==> config.mk <==
export PLATFORM = sky130hd
export DESIGN_NAME = inst_fetch_ctrl
export DESIGN_NICKNAME = d
export VERILOG_FILES = /design/src/rtl/inst_fetch_ctrl_pkg.sv /design/src/rtl/inst_fetch_ctrl.sv
export SDC_FILE = /design/constraint.sdc
export NUM_CORES = 1
export LEC_CHECK = 0
export CAP_MARGIN = 15
export CORE_MARGIN = 1.5
export CORE_UTILIZATION = 44
export CTS_CLUSTER_SIZE = 8
export DETAILED_ROUTE_END_ITERATION = 16
export PLACE_DENSITY_LB_ADDON = 0.05
export SLEW_MARGIN = 5
export SYNTH_ARGS = -nofsm -noshare
export SYNTH_HDL_FRONTEND = slang
export SYNTH_SLANG_ARGS = --single-unit
export TNS_END_PERCENT = 10
==> constraint.sdc <==
create_clock -name clk -period 3.7 [get_ports clk]
set_input_delay 0.74 -clock clk [delete_from_list [all_inputs] [get_ports clk]]
set_output_delay 0.74 -clock clk [all_outputs]
set_load 0.005 [all_outputs]
==> src/rtl/inst_fetch_ctrl_pkg.sv <==
// Purpose: shared constants and types for the instruction-fetch controller.
// Latency: n/a (declarations only).
// Backpressure: n/a.
package inst_fetch_ctrl_pkg;

  // Exception codes carried on the decode bundle.
  localparam logic [4:0] EXC_ADEL = 5'h04;  // misaligned fetch address
  localparam logic [4:0] EXC_TLBL = 5'h02;  // TLB refill / invalid on fetch

  // Boot vector used when the parent does not override RESET_PC.
  localparam logic [31:0] RESET_PC_DEFAULT = 32'hBFC0_0000;

  // Fetch sequencing states.
  typedef enum logic [2:0] {
    ST_REQ    = 3'd0,  // translate pc and present the cache request
    ST_WAIT   = 3'd1,  // request accepted, waiting for read data
    ST_CANCEL = 3'd2,  // redirected while a request is in flight, drain it
    ST_HOLD   = 3'd3,  // instruction bundle waiting for decode
    ST_EXC    = 3'd4,  // fault bundle waiting for decode
    ST_HALT   = 3'd5   // fault delivered, idle until redirect
  } fetch_state_e;

endpackage

==> src/rtl/inst_fetch_ctrl.sv <==
// Purpose: fetch PC sequencer feeding MMU, I-cache and decode with one request in flight.
// Latency: hit with addr_ok in cycle 0 and data_ok in cycle 1 gives out_valid in cycle 2; a fault gives out_valid next cycle.
// Backpressure: bundle held stable while out_ready is low; no new fetch until decode takes it.
module inst_fetch_ctrl
  import inst_fetch_ctrl_pkg::*;
#(
  parameter logic [31:0] RESET_PC = RESET_PC_DEFAULT
) (
  input  logic        clk,
  input  logic        resetn,
  input  logic        redirect_valid,
  input  logic [31:0] redirect_pc,
  output logic        mmu_en,
  output logic [31:0] mmu_vaddr,
  input  logic        mmu_psyaddr_ena,
  input  logic [31:0] mmu_psyaddr,
  input  logic        mmu_tlb_refill,
  input  logic        mmu_tlb_invalid,
  output logic        ic_req,
  output logic [31:0] ic_addr,
  input  logic        ic_addr_ok,
  input  logic        ic_data_ok,
  input  logic [31:0] ic_rdata,
  output logic        out_valid,
  input  logic        out_ready,
  output logic [31:0] out_pc,
  output logic [31:0] out_inst,
  output logic        out_exc,
  output logic [4:0]  out_exccode,
  output logic        out_tlb_refill
);

  fetch_state_e state_q;
  logic [31:0]  pc_q;
  logic         out_valid_q;
  logic [31:0]  out_pc_q;
  logic [31:0]  out_inst_q;
  logic         out_exc_q;
  logic [4:0]   out_exccode_q;
  logic         out_tlb_refill_q;

  logic in_req;
  logic adel;
  logic fault;
  logic req_taken;

  // Fault classification: misalignment outranks any translator result.
  assign in_req    = (state_q == ST_REQ);
  assign adel      = (pc_q[1:0] != 2'b00);
  assign fault     = adel | mmu_tlb_refill | mmu_tlb_invalid;

  // The translator drives psyaddr_ena only for a usable hit, so the cache
  // request waits for it rather than sending a stale physical address.
  assign mmu_en    = in_req;
  assign mmu_vaddr = pc_q;
  assign ic_req    = in_req & ~fault & mmu_psyaddr_ena;
  assign ic_addr   = mmu_psyaddr;
  assign req_taken = ic_req & ic_addr_ok;

  assign out_valid      = out_valid_q;
  assign out_pc         = out_pc_q;
  assign out_inst       = out_inst_q;
  assign out_exc        = out_exc_q;
  assign out_exccode    = out_exccode_q;
  assign out_tlb_refill = out_tlb_refill_q;

  // Fetch FSM with registered decode bundle; redirect overrides everything.
  always_ff @(posedge clk or negedge resetn) begin
    if (!resetn) begin
      state_q          <= ST_REQ;
      pc_q             <= RESET_PC;
      out_valid_q      <= 1'b0;
      out_pc_q         <= '0;
      out_inst_q       <= '0;
      out_exc_q        <= 1'b0;
      out_exccode_q    <= '0;
      out_tlb_refill_q <= 1'b0;
    end else if (redirect_valid) begin
      pc_q        <= redirect_pc;
      out_valid_q <= 1'b0;
      case (state_q)
        // A request accepted this cycle still owes us a data beat.
        ST_REQ:    state_q <= req_taken ? ST_CANCEL : ST_REQ;
        // Data landing with the redirect closes the request; drop it.
        ST_WAIT:   state_q <= ic_data_ok ? ST_REQ : ST_CANCEL;
        // Still draining: only the restart pc changes.
        ST_CANCEL: state_q <= ic_data_ok ? ST_REQ : ST_CANCEL;
        default:   state_q <= ST_REQ;
      endcase
    end else begin
      case (state_q)
        ST_REQ: begin
          if (fault) begin
            out_valid_q      <= 1'b1;
            out_pc_q         <= pc_q;
            out_inst_q       <= '0;
            out_exc_q        <= 1'b1;
            out_exccode_q    <= adel ? EXC_ADEL : EXC_TLBL;
            out_tlb_refill_q <= ~adel & mmu_tlb_refill;
            state_q          <= ST_EXC;
          end else if (req_taken) begin
            state_q <= ST_WAIT;
          end
        end
        ST_WAIT: begin
          if (ic_data_ok) begin
            out_valid_q      <= 1'b1;
            out_pc_q         <= pc_q;
            out_inst_q       <= ic_rdata;
            out_exc_q        <= 1'b0;
            out_exccode_q    <= '0;
            out_tlb_refill_q <= 1'b0;
            state_q          <= ST_HOLD;
          end
        end
        ST_CANCEL: begin
          if (ic_data_ok) begin
            state_q <= ST_REQ;
          end
        end
        ST_HOLD: begin
          if (out_ready) begin
            out_valid_q <= 1'b0;
            pc_q        <= pc_q + 32'd4;
            state_q     <= ST_REQ;
          end
        end
        ST_EXC: begin
          if (out_ready) begin
            out_valid_q <= 1'b0;
            state_q     <= ST_HALT;
          end
        end
        default: begin
          state_q <= state_q;
        end
      endcase
    end
  end

  // Read data may only arrive while a request is outstanding.
  a_data_ok_outstanding : assert property (
    @(posedge clk) disable iff (!resetn)
    ic_data_ok |-> (state_q == ST_WAIT || state_q == ST_CANCEL)
  );

endmodule

; ---- Word level (Yosys, flattened, before mapping)
; Cells that the tools add are included.
[totals]
input_bits = 105
wordCells = 77
output_inout_bits = 138
ff_bits = 107
[classes]
eq_ne = 13
addsub = 1
n_mux = 33
n_reduce_logical = 13
bitwise = 9
[ops]
columns = cell, n
row1 = $mux 32, 7
row2 = $pmux 32 s2, 2
row3 = $add 32x3->32 const B, 1
row4 = $mux 3, 8
row5 = $pmux 3 s5, 1
row6 = $ne 3x3->1 const B, 4
row7 = $mux 5, 2
row8 = $pmux 5 s2, 1
row9 = $reduce_and 4->1, 2
row10 = $reduce_bool 2->1, 4
row11 = $eq 3x2->1 const B, 2
row12 = $mux 1, 6
row13 = $reduce_and 6->1, 1
row14 = $reduce_bool 6->1, 1
row15 = $and 1x1->1, 4
row16 = $mux 2, 2
row17 = $ne 4x2->1 const B, 1
row18 = $pmux 1 s2, 2
row19 = $pmux 2 s2, 1
row20 = $reduce_bool 4->1, 1
row21 = $reduce_or 2->1, 2
row22 = $eq 3x1->1 const B, 1
row23 = $eq 3x3->1 const B, 1
row24 = $logic_not 3->1, 1
row25 = 8 further kinds, 11

; ---- Logic depth before layout (Yosys ltp)
; Gate-level depths: netlist of run 1.
[logic_depth]
ltp_word = 11
mapped_depth = 7
depth_no_buf = 5

; ---- Worst setup path after synthesis of run 1
; No wires, ideal clock.
[synth_path]
kind = input -> register
start = in mmu_tlb_refill
end = reg out_pc_q[10], in the netlist out_pc[10]
t_arrival_ns = 2.176
setup_ns = 0.125
setup_slack_ns = 1.399
required_ns = 3.575
path_stages = 5
path_cell_list = or4_1 > clkbuf_1 > o2111ai_2 > buf_2 > mux2_2
[synth_between]
elab_chain_len = 4
[synth_rtl]
columns = element, line
row1 = start: declaration, inst_fetch_ctrl.sv:17  ; input logic mmu_tlb_refill,
row2 = $or 1x1->1 (2 in series), inst_fetch_ctrl.sv:50  ; assign fault = adel | mmu_tlb_refill | mmu_tlb_invalid;
row3 = $ne 2x1->1 (no line), n/a
row4 = $reduce_and 4->1 (no line), n/a
row5 = end signal: assignment, inst_fetch_ctrl.sv:95  ; out_pc_q <= pc_q;
row6 = end signal: assignment, inst_fetch_ctrl.sv:108  ; out_pc_q <= pc_q;
row7 = end: declaration, inst_fetch_ctrl.sv:36  ; logic [31:0] out_pc_q;
; No other way between the ends.
; A chain may end at the register's enable or synchronous reset.

; ---- Worst setup path after layout of run 1
[layout_path]
start = in mmu_tlb_refill
end = out ic_req
[layout_between]
elab_chain_len = 5
[layout_rtl]
columns = element, line
row1 = $or 1x1->1 (2 in series), inst_fetch_ctrl.sv:50
row2 = $not 1->1, inst_fetch_ctrl.sv:56  ; assign ic_req = in_req & ~fault & mmu_psyaddr_ena;
row3 = $and 1x1->1 (2 in series), inst_fetch_ctrl.sv:56
row4 = end: declaration, inst_fetch_ctrl.sv:19  ; output logic ic_req,
; No other way between the ends.

==> results of run 1 <==
==> final cells by class <==
class | instances | area (µm²)
repair buffers | 185 | 1824
clock buffers | 9 | 225.2
clock inverters | 7 | 96.34
well taps | 140 | 175.2
multi-input cells | 289 | 2023
fillers | 904 | 4043
inverters | 8 | 30.03
flip-flops and latches | 104 | 2614
==> metal layers <==
metal	wire length, µm	GRT usage
met1	5559	0.2772
met2	6148	0.3545
met3	1163	0.07643
met4	296	0.07784
met5	0	0
==> flip-flops by register name, indices dropped and copies added (netlist names) <==
signal          flops
out_valid           1
out_tlb_refill      1
out_pc             32
out_inst           32
out_exccode         2
out_exc             1
mmu_vaddr          32
state_q             3
==> worst max-delay path, stage by stage <==
cell and delay [ns]:
clkdlybuf4s50_1 0.44, nor4_1 0.60, and3_1 0.27, clkdlybuf4s50_1 0.50
==> Yosys cell counts (5+ instances only) <==
cell	count
mux2_2	28
or4_1	11
or3_1	7
nand3_1	16
nand2_1	34
o31ai_1	9
dfstp_2	9
buf_4	35
clkbuf_1	15
dfrtp_1	95
nand4_1	11
inv_1	8
xnor2_1	5
and4_1	5
o21ai_0	30
buf_2	8
a22o_1	32
a31oi_1	18
nor2_1	24
==> through the flow <==
step           area (µm²)  hold WS [ns]  power (µW)
6_report             6988        0.4395        4417
4_1_cts              6983        0.4637        4468
5_1_grt              6988        0.4793        4680
3_5_place_dp         6661        0.4699        3424
3_3_place_gp         6661        0.4631        3379
2_1_floorplan        5059        0.4444        2449
==> power groups by stage <==
stage	logic [µW]	registers, µW	clock network (µW)
finish	1600	1800	1020
global placement	1580	1800	0
CTS	1620	1800	1050
detailed placement	1610	1820	0
global route	1730	1850	1100
floorplan	677	1770	0
==> worst max path at each step <==
stage                            end  cells past startpoint
after floorplan           out_pc[10]                      5
after global placement        ic_req                      4
after detailed placement      ic_req                      4
after CTS                     ic_req                      4
after global routing          ic_req                      4
final                         ic_req                      4
==> cells by family (layout without fill, tap and decap cells) <==
group / Yosys count / count (layout) / synth area share
simple gates: 136 / 136 / 0.1558
compound gates: 111 / 111 / 0.1563
flops: 104 / 104 / 0.5175
buf+inv: 71 / 209 / 0.08719
mux: 29 / 29 / 0.06440
xor+xnor: 9 / 9 / 0.01560
fa+ha+maj: 1 / 1 / 0.002477
other cells: 1 / 3 / 0.0007424
==> cell usage in the layout (no fill, tap or decap), types with 11 or more instances in the layout <==
cell type / netlist / routed
dfrtp_1: 95 / 95
clkdlybuf4s50_1: 0 / 174
nand3_1: 16 / 16
buf_4: 35 / 11
a22o_1: 32 / 32
nand2_1: 34 / 34
or4_1: 11 / 11
nor2_1: 24 / 23
o21ai_0: 30 / 30
a31oi_1: 18 / 18
mux2_2: 28 / 28
nand4_1: 11 / 11
==> impl_metrics.ini, run 1 <==
[floorplan]
coreArea_um2 = 11030
rows = 38
dieArea_um2 = 12130
die_w_um = 110.1
die_h_um = 110.1
start_util = 0.4579
ios = 243

[sta]
setup_viol = 0
setup_tns_ns = 0
setup_slack_ns = 0.4096
relSlewSlack = 0.4899
report.final.slew_viol_count = 0
min_period_over_period = 0.8893
finalHoldViolations = 0
worst_slew_pin_slew_ns = 0.7633
fmax_mhz = 303.9
finalCriticalPeriod_ns = 3.290
rsz0062_at_grt = false
fin_skew_ns = 0.006913

[worst_setup_path]
worstSetupStartpoint = mmu_tlb_refill
endpoint_kind = primary output
r2r-start = mmu_vaddr[1]
arrival_ns = 2.55
crit_required_ns = 2.96
critical_path_class = input port to primary output
r2r_end = out_pc[26]
reg2reg_depth = 4
r2r_slack_ns = 1.28
crit_fanout = 4
worst_setup_path_start_kind = input port

[placement]
dp.final_hpwl_mm = 9.558
gp_congestion = 0.7907
post-place-cells = 726
dp_slack_ns = 0.4323
numPortBuffers = 175

[power_and_ir_drop]
swShare = 0.2915
clockPowerShare = 0.232
seqPwrFrac = 0.407
power_frac_comb = 0.361
switchingPower_uw = 1287
power_density_nw_per_um2 = 632.1
ir_worst_vdd_v = 0.0005030
internal_power_uw = 3130
power.leakage_uw = 0.002839

[finish]
final_cell_count_no_fill = 742
drive_above_1_share = 0.1262
area_delta_synth_final_pct = 38.35
diodes = 0
utilization = 0.6335
nNetsFinal = 703

[clock_network]
cts_tree = built
holdBufCountCts = 0
cts_buffer_depth = 2
h-tree-depth = 3
clock_latency_ns = 0.35
cts_root_buf = clkbuf_16
clkSinkCount = 104
cts.clk_slew.worst_paths_ns = 0.07
cts_inserted_buffers = 9
post_cts_resized = 0
post-cts-setup-buffers = 0

[hold_path]
hp-class = input port to async pin

[detailed_routing]
drc = 0
final_antenna_net_count = 0
vias_per_cell = 5.632
drtIter0Drc = 226
detail_route.first_pass.iterations = 4
routed_wl_mm = 13.17
wl_per_cell_um = 17.75
routed-via-count = 4179

[logic_synthesis]
synthCells = 462
syn-mean-instance-area_um2 = 10.93
ys_seq_area_frac = 0.5175
synth_edf_count = 0
yosysTopAreaCell = dfrtp_1
synthFlopType = dfrtp_1
yosysTopAreaCellShare = 0.4706
yosysWarnings = 0
synthDistinctLibCells = 61
netlist_area_um2 = 5051
synthArstFlopShare = 1.000
ys_ff_latch = 104
ys_top_cells_by_area = dfrtp_1 47%, mux2_2 6.2%, a22o_1 5.5%

[global_route]
grt_max_degree = 57
grt_pass1_wl_mm = 20.47
gr-total-overflow = 0
grt_antenna_before_repair = 0
grtUsageTotal = 0.2207
grt_pass1_vias = 4046

[status]
status = finished clean

[run]
drv_cap = 0
Power figures use the tool's default switching activity.
==> run 2, diff against run 1 <==
Settings changed: CAP_MARGIN 15 to not set, CTS_CLUSTER_SIZE 8 to 40.
Clock period 3.7 ns to 3.8 ns, I/O delays scaled along.
==> run 2 against run 1 <==
Against the previous run:
- power fell by 3.7%
- critical path type unchanged
- clock power fell by 7%
- critical endpoint unchanged
- combinational power fell by 3%
- highest routed layer unchanged
- critical path depth did not move
- cell area fell by 0.25%
- worst hold slack improved by 0.043 ns
- largest cell class unchanged
- clock skew rose by 0.0032 ns
==> impl_metrics.ini, run 2 (synthesized netlist as in run 1, its figures left out) <==
[finish]
nNetsFinal = 701
final_common_cell = clkdlybuf4s50_1
drive_above_1_share = 0.1233
final_cell_count_no_fill = 740
diodes = 0
final_cell_mix = 174 x clkdlybuf4s50_1, 95 x dfrtp_1, 34 x nand2_1, 32 x a22o_1, 30 x o21ai_0
fillCellCount = 910
area_delta_synth_final_pct = 38.00

[clock_network]
clkSinkCount = 104
cts_root_buf = clkbuf_16
post-cts-setup-buffers = 0
cts.clk_slew.worst_paths_ns = 0.07
cts_tree = built
post_cts_resized = 0
h-tree-depth = 3
clock_latency_ns = 0.34
cts_inserted_buffers = 9
holdBufCountCts = 0
cts_buffer_depth = 2

[worst_setup_path]
crit_required_ns = 3.04
arrival_ns = 2.52
critical_path_class = input port to primary output
r2r_end = out_pc[24]
endpoint_kind = primary output
r2r_slack_ns = 1.38
reg2reg_depth = 4
crit_chain = clkdlybuf4s50_1 > nor4_1 > and3_1 > clkdlybuf4s50_1
crit_fanout = 4
slowest_stage = nor4_1
cp-endpoint = ic_req
worst_setup_path_start_kind = input port
r2r-start = mmu_vaddr[1]
crit_top_cell = clkdlybuf4s50_1
worstSetupStartpoint = mmu_tlb_refill
cpPeakStageDelay_ns = 0.58

[placement]
dp.final_hpwl_mm = 9.569
numPortBuffers = 175
post-place-cells = 724
gp_congestion = 0.7865
dp_slack_ns = 0.5510

[sta]
fin_skew_ns = 0.01014
setup_viol = 0
finalCriticalPeriod_ns = 3.282
min_period_over_period = 0.8636
relSlewSlack = 0.4684
setup_slack_ns = 0.5184
rsz0062_at_grt = false
finalHoldViolations = 0
holdWs_ns = 0.4827
report.final.slew_viol_count = 0
worst_slew_pin_slew_ns = 0.7973
setup_tns_ns = 0
fmax_mhz = 304.7

[floorplan]
dieArea_um2 = 12130
coreArea_um2 = 11030
rows = 38
die_h_um = 110.1
start_util = 0.4579
ios = 243
die_w_um = 110.1

[run]
drv_cap = 0

[power_and_ir_drop]
ir_worst_vdd_v = 0.0004106
power.leakage_uw = 0.002831
finalPower_uw = 4254
power_density_nw_per_um2 = 610.3

[global_route]
grt_antenna_before_repair = 0
grt_pass1_wl_mm = 20.89
grt_pass1_vias = 4044
grtUsageTotal = 0.2243
gr-total-overflow = 0
grt_max_degree = 62

[status]
status = finished clean

[detailed_routing]
drc = 0
drtIter0Drc = 245
final_antenna_net_count = 0
routed_wl_mm = 13.40
detail_route.first_pass.iterations = 6
vias_per_cell = 5.628
routed-via-count = 4165
wl_per_cell_um = 18.10

[hold_path]
hp-class = flop to flop
## run 2: where the power goes
group	switching [µW]	total, µW	internal, µW
clock	419	951	531
sequential	284	1750	1470
combinational	549	1550	1000
## run 2: worst min path at each step
stage / start / to / slack (ns) / cells after the start
2_1_floorplan: resetn / mmu_vaddr[0] / 0.46 / 0
3_3_place_gp: out_pc[9] / out_pc[9] / 0.46 / 2
3_5_place_dp: out_pc[9] / out_pc[9] / 0.47 / 2
4_1_cts: out_pc[9] / out_pc[9] / 0.49 / 2
5_1_grt: out_pc[23] / out_pc[23] / 0.51 / 2
6_report: out_tlb_refill / out_tlb_refill / 0.48 / 2
## run 2: through the flow
step	cell area, µm²	utilization
after floorplan	5059	-
after global placement	6659	0.6037
after detailed placement	6659	0.6037
after CTS	6965	0.6315
after global routing	6970	0.6319
final	6970	0.6319
## run 2: per-layer routing
layer	part of all wire	up-vias	track usage
li1	-	1941	-
met1	0.42	2018	0.2853
met2	0.48	176	0.3753
met3	0.086	30	0.06232
met4	0.015	0	0.06319
met5	0	-	0
## run 2: worst max-delay path, delay by kind of cell
family        cells  cell delay [ns]
buf+inv           2             0.94
simple gates      2             0.83
## run 2: cell type report
| cell class | count | area, µm² | share of cell area |
|---|---|---|---|
| clock inverter | 6 | 67.56 | 0.009693 |
| clock buffer | 10 | 239.0 | 0.03428 |
| timing repair buffer | 183 | 1822 | 0.2614 |
| sequential | 104 | 2614 | 0.3750 |
| multi-input combinational | 289 | 2023 | 0.2903 |
| tap | 140 | 175.2 | 0.02513 |
| inverter | 8 | 30.03 | 0.004308 |
